### config.mk
export PLATFORM = sky130hd
export DESIGN_NAME = gate_scheduler
export DESIGN_NICKNAME = d
export VERILOG_FILES = /design/src/rtl/gate_scheduler.sv
export SDC_FILE = /design/constraint.sdc
export NUM_CORES = 1
export LEC_CHECK = 0
export BUFFER_PORTS_ARGS = -buffer_cell sky130_fd_sc_hd__buf_4
export CORE_ASPECT_RATIO = 1.1
export CORE_UTILIZATION = 57
export DETAILED_ROUTE_END_ITERATION = 8
export PLACE_DENSITY = 0.85
export SYNTH_ARGS = -nofsm -noshare
export SYNTH_HDL_FRONTEND = slang
export SYNTH_SLANG_ARGS = --single-unit
### constraint.sdc
create_clock -name clk -period 4.4 [get_ports clk]
set_input_delay 0.22 -clock clk [delete_from_list [all_inputs] [get_ports clk]]
set_output_delay 0.22 -clock clk [all_outputs]
set_load 0.02 [all_outputs]
### src/rtl/gate_scheduler.sv
// Single-gate parking scheduler: queues entry requests, latches one
// pending exit, allocates the four slots and times the gate-open window.
module gate_scheduler #(
    parameter int DOOR_TICKS  = 4,
    parameter int QUEUE_DEPTH = 4
) (
    input  logic       clk,
    input  logic       reset,
    input  logic       tick,
    input  logic       entry_req,
    input  logic       exit_req,
    input  logic [1:0] exit_slot,
    output logic [3:0] spots,
    output logic [2:0] capacity,
    output logic [2:0] location,
    output logic       door_open,
    output logic       is_full,
    output logic [2:0] wait_count,
    output logic       grant,
    output logic [1:0] grant_slot,
    output logic       reject
);

    typedef enum logic [1:0] {
        IDLE,
        OPEN_EXIT,
        OPEN_ENTRY
    } state_t;

    state_t     state;
    logic       exit_pend;
    logic [1:0] exit_sel;
    logic [3:0] tick_cnt;

    logic [1:0] free_idx;
    logic [2:0] free_cnt;
    logic       entry_ok;
    logic       entry_rej;
    logic       exit_ok;
    logic       exit_rej;
    logic       do_exit;
    logic       do_entry;
    logic       door_done;
    logic [2:0] wait_next;

    // Lowest free slot and free-slot count from the occupancy bitmap
    always_comb begin
        free_idx = 2'd0;
        free_cnt = 3'd0;
        for (int i = 3; i >= 0; i--) begin
            if (!spots[i]) begin
                free_idx = 2'(i);
                free_cnt = free_cnt + 3'd1;
            end
        end
    end

    assign is_full  = (spots == 4'b1111);
    assign capacity = free_cnt;
    assign location = is_full ? 3'd0 : {1'b0, free_idx} + 3'd1;

    // Request capture and dispatch decisions, all from registered state
    always_comb begin
        entry_ok  = entry_req && (wait_count < 3'(QUEUE_DEPTH));
        entry_rej = entry_req && !entry_ok;
        exit_ok   = exit_req && spots[exit_slot] && !exit_pend;
        exit_rej  = exit_req && !exit_ok;
        do_exit   = (state == IDLE) && exit_pend;
        do_entry  = (state == IDLE) && !exit_pend
                    && (wait_count != 3'd0) && !is_full;
        door_done = tick && (tick_cnt + 4'd1 == 4'(DOOR_TICKS));
        wait_next = wait_count
                    + {2'b00, entry_ok}
                    - {2'b00, do_entry};
    end

    // Gate FSM with slot allocation, queue count and registered pulses
    always_ff @(posedge clk) begin
        if (reset) begin
            state      <= IDLE;
            spots      <= 4'b0000;
            wait_count <= 3'd0;
            exit_pend  <= 1'b0;
            exit_sel   <= 2'd0;
            tick_cnt   <= 4'd0;
            door_open  <= 1'b0;
            grant      <= 1'b0;
            grant_slot <= 2'd0;
            reject     <= 1'b0;
        end else begin
            grant      <= 1'b0;
            reject     <= entry_rej | exit_rej;
            wait_count <= wait_next;
            if (exit_ok) begin
                exit_pend <= 1'b1;
                exit_sel  <= exit_slot;
            end
            case (state)
                IDLE: begin
                    if (do_exit) begin
                        spots[exit_sel] <= 1'b0;
                        exit_pend       <= 1'b0;
                        door_open       <= 1'b1;
                        tick_cnt        <= 4'd0;
                        state           <= OPEN_EXIT;
                    end else if (do_entry) begin
                        spots[free_idx] <= 1'b1;
                        grant           <= 1'b1;
                        grant_slot      <= free_idx;
                        door_open       <= 1'b1;
                        tick_cnt        <= 4'd0;
                        state           <= OPEN_ENTRY;
                    end
                end
                OPEN_EXIT, OPEN_ENTRY: begin
                    if (tick) begin
                        tick_cnt <= tick_cnt + 4'd1;
                    end
                    if (door_done) begin
                        door_open <= 1'b0;
                        state     <= IDLE;
                    end
                end
                default: begin
                    door_open <= 1'b0;
                    state     <= IDLE;
                end
            endcase
        end
    end

endmodule

== Word-level counts from Yosys, hierarchy flattened ==
Cells that the tools add are included.
Word-level totals
  flip-flop bits (word level): 21
  input port bits: 7
Cells by class
  add/sub/neg operators: 7
  order comparisons: 6
  equality and inequality tests: 7
  mux-type cells: 33
  bitwise logic cells: 6
  reductions and logical operators: 26
Operators by type and width (count)
  $mux W4: 5
  $mux W2: 7
  $logic_and A1 B1 Y1: 12
  $mux W3: 4
  $mux W1: 11
  $add A3 B1 Y3 const B: 3
  $lt A2 B3 Y1 const B: 3
  $pmux W4 S2: 1
  $reduce_and A3 Y1: 2
  $add A4 B1 Y4 const B: 1
  $and A4 B4 Y4: 1
  $demux W1 S2: 2
  $eq A4 B3 Y1 const B: 1
  $eq A4 B4 Y1 const B: 1
  $ge A2 B1 Y1 const B: 2
  $logic_not A1 Y1: 4
  $ne A2 B2 Y1 const B: 2
  $not A4 Y4: 1
  $or A4 B4 Y4: 1
  $pmux W2 S2: 1
  $reduce_and A2 Y1: 2
  $reduce_bool A2 Y1: 2
  $add A2 B1 Y3 const B: 1
  $add A3 B1 Y3: 1
  13 further kinds: 14

== Logic depth before layout (Yosys ltp) ==
  word-level depth: 11
  gate-level depth with buffers: 13
  gate-level depth less buffers: 12

== Worst setup path before layout ==
OpenSTA, ideal clock, no wires.
  path type: register to register
  from: reg spots[2]
  to: reg wait_count[2]
  setup time: 0.128 ns
  arrival time: 2.253 ns
  required time: 4.272 ns
  path slack: 2.019 ns
  cell stages (with the launch flop): 12
  buffers on the path: 0
  path through: dfxtp_1 -> ha_1 -> nand3_2 -> nand3_2 -> inv_1 -> ha_1 -> inv_1 -> ha_1 -> fa_1 -> xnor2_1 -> xnor2_1 -> nor2_1
On the way
  cells in the longest elaborated chain, start to end: 4
RTL lines
  from (decl): RTL line 13  | output logic [3:0] spots,
  from (signal assigned): RTL line 81  | spots <= 4'b0000;
  from (signal, indexed assignment): RTL line 101  | spots[exit_sel] <= 1'b0;
  from (signal, indexed assignment): RTL line 107  | spots[free_idx] <= 1'b1;
  $eq A4 B4 Y1: RTL line 58  | assign is_full = (spots == 4'b1111);
  $logic_not A1 Y1: RTL line 70  | && (wait_count != 3'd0) && !is_full;
  $logic_and A1 B1 Y1: RTL line 70
  via do_entry: RTL line 42  | logic do_entry;
  $sub A3 B1 Y3: RTL line 74  | - {2'b00, do_entry};
  to (signal assigned): RTL line 93  | wait_count <= wait_next;
  to (decl): RTL line 18  | output logic [2:0] wait_count,
The timed path passes the listed nets, and every way through them passes these cells.
A chain may end at the register's enable or synchronous reset.

== Worst setup path after layout ==
  from: reg state[0]
  to: reg wait_count[2]
On the way
  cells in the longest elaborated chain, start to end: 5
RTL lines
  from (decl): RTL line 30  | state_t state;
  from (signal assigned): RTL line 80  | state <= IDLE;
  from (signal assigned): RTL line 105  | state <= OPEN_EXIT;
  from (signal assigned): RTL line 112  | state <= OPEN_ENTRY;
  $logic_not A2 Y1: RTL line 69  | do_entry = (state == IDLE) && !exit_pend
  $logic_and A1 B1 Y1: RTL line 69
  $logic_and A1 B1 Y1 (2 in a row): RTL line 70
  via do_entry: RTL line 42
  $sub A3 B1 Y3: RTL line 74
The timed path passes the listed nets, and every way through them passes these cells.

==> results.cfg <==
[synthesis]
synth_edf_count = 0
syn-cell-area_um2 = 1250
synthCells = 143
synthTopCellsByCount = dfxtp_1 (21), inv_1 (14), ha_1 (12), nand2_1 (11), nor2_1 (10)
synth_area_leaders = dfxtp_1 (34%), ha_1 (12%), inv_1 (4.2%)
yosysSeqAreaShare_pct = 33.63
synth_nets = 163
synthArstFlopShare_pct = 0
synth_area_leader_cell = dfxtp_1
synth.most_common_cell = dfxtp_1
synth_top_area_share_pct = 33.63
avgSynthCellArea_um2 = 8.741
ys_ff_latch = 21
yosysWarnings = 0
synth_flop_cell = dfxtp_1
synth_cell_types = 42

[worst_setup_path]
reg2reg_depth = 12
crit_fanout = 9
worstSetupPathType = reg -> reg
cp.required_ns = 4.61
r2r_end = wait_count[2]
worstSetupStartpointType = flip-flop
crit_arrival_ns = 2.81
rrSetupSlack_ns = 1.80
timing.rr.start = state[0]
end_kind = flip-flop

[grt]
grt_max_degree = 22
antenna_found_initial = 0
grt.total_usage_pct = 26.42
globalRoute.totalOverflow = 0
grt_pass1_vias = 1013
grt_pass1_wl_um = 4533

[placement]
io_buffers = 25
place.gp.congestion = 0.8851
placed_area_um2 = 1445
place_hpwl_um = 2092

[sta]
setup_tns_ns = 0
maxSlewHeadroom_pct = 59.52
fin_worst_skew_ns = 0.004764
timing.fmax_ghz = 0.3850
rsz0062_at_grt = false
post-route-period-util_pct = 59.03
worst_pin_slew_ns = 0.6017
setup_viol = 0
slew_violations = 0
post-route-min-period_ns = 2.597
hold_viol_final = 0
hold_slack_ns = 0.1549

[clock_tree]
cts_tree = yes
clk_pin_slew_ns = 0.12
cts_max_level = 1
cts_root_buffer = clkbuf_4
post-cts-setup-buffer-count = 0
hold_buffers = 0
clock_sinks = 21
clockBufferDepth = 2
numCtsBuffers = 3
worstSkewPairLatency_ns = 0.31
post_cts_resized = 0

[flow_run]
maxCapViolCount = 0

[route]
drt_wl_total_um = 2717
drt_iter0_drc = 33
route.detailed.drc = 0
dr.pass1.iters = 4
wire_per_inst_um = 14.01
via_per_inst = 5.773
route.antenna.remaining_nets = 0
vias = 1120

[final_layout]
drive_above_1_share_pct = 22.89
nNetsFinal = 187
fin_area_um2 = 1471
diodes = 0
area_growth_pct = 17.72

[pwr]
power_mw = 0.9261
p_per_area_nw_per_um2 = 629.4
peakVddDrop_mv = 0.4151
p_leak_nw = 0.6578

[floorplan]
num_io_pins = 26
coreArea_um2 = 2042
start_util_pct = 61.21
rows = 17
die_w_um = 46.65
die_h_um = 51.12
dieArea_um2 = 2385

[outcome]
status = completed

[min_path]
hold_end = exit_sel[1]
min-delay-start = exit_slot[1]
holdPathStages = 3
hp-class = in -> reg
## layout by cell type (no fill, tap or decap), types with 2 or more instances in the layout
cell type / Yosys / routed
o221a_2: 2 / 2
nand2_1: 11 / 11
nor4_1: 3 / 3
mux2i_1: 2 / 2
nor2b_1: 2 / 2
clkbuf_4: 0 / 3
a31oi_1: 3 / 3
nor3_1: 2 / 2
o21ai_0: 7 / 7
and2_1: 2 / 2
nand2b_1: 5 / 5
dfxtp_1: 21 / 21
nand3_1: 3 / 3
a21oi_1: 9 / 9
nor2_1: 10 / 10
inv_1: 14 / 14
ha_1: 12 / 12
nand3_2: 2 / 2
xnor2_1: 5 / 5
a41oi_1: 2 / 2
buf_4: 0 / 25
## cell families after synthesis
| group | share of synthesized area (%) |
|---|---|
| compound gates | 16.12 |
| xor+xnor | 4.204 |
| fa+ha+maj | 13.61 |
| buf+inv | 6.406 |
| flops | 33.63 |
| mux | 5.405 |
| simple gates | 20.62 |
## worst max-delay path by stage
stage | startpoint | endpoint | slack (ns) | cells past startpoint
2_1_floorplan | spots[2] | wait_count[2] | 2.02 | 11
3_3_place_gp | state[0] | wait_count[2] | 1.98 | 12
3_5_place_dp | state[0] | wait_count[2] | 1.81 | 12
4_1_cts | state[0] | wait_count[2] | 1.80 | 12
5_1_grt | state[0] | wait_count[2] | 1.64 | 12
6_report | state[0] | wait_count[2] | 1.80 | 12
## registers in the layout, indices dropped and copies added, names as in the netlist
signal      flops
grant_slot      2
tick_cnt        4
reject          1
exit_pend       1
spots           4
grant           1
door_open       1
wait_count      3
exit_sel        2
state           2
## routing by layer
layer / part of all wire (%) / vias to the layer above / track usage, %
li1: - / 545 / -
met1: 42 / 528 / 33.26
met2: 51 / 42 / 44.21
met3: 5.3 / 5 / 4.947
met4: 1.4 / 0 / 8.571
met5: 0 / - / 0
## power breakdown
part           total (mW)  switching [mW]  leakage, nW  internal [mW]
clock network      0.0955          0.0600       0.0150         0.0355
logic               0.546           0.307        0.471          0.239
registers           0.285          0.0525        0.172          0.232
total               0.926           0.420        0.658          0.507
## critical path, stage by stage, from the launching register on
cell     delay, ns
dfxtp_1       0.35
inv_1         0.06
ha_1          0.29
and2b_1       0.25
nand3_2       0.13
inv_1         0.12
ha_1          0.30
inv_1         0.04
ha_1          0.18
fa_1          0.38
xnor2_1       0.20
xnor2_1       0.15
nor2_1        0.05
## stage by stage
step	worst slack, ns	instances	utilization (%)
CTS	1.796	194	72.06
finish	1.803	194	72.06
detailed placement	1.806	190	70.77
floorplan	2.019	143	-
global route	1.639	194	72.06
global placement	1.980	190	70.77
## area by class of cell
cell class	instances	area (um2)
Tap cell	28	35.03
Timing Repair Buffer	25	187.7
Multi-Input combinational cell	102	749.5
Clock buffer	4	26.28
Sequential cell	21	420.4
Fill cell	169	570.5
Inverter	14	52.55
Note: power is estimated with default switching activity, not from simulation.
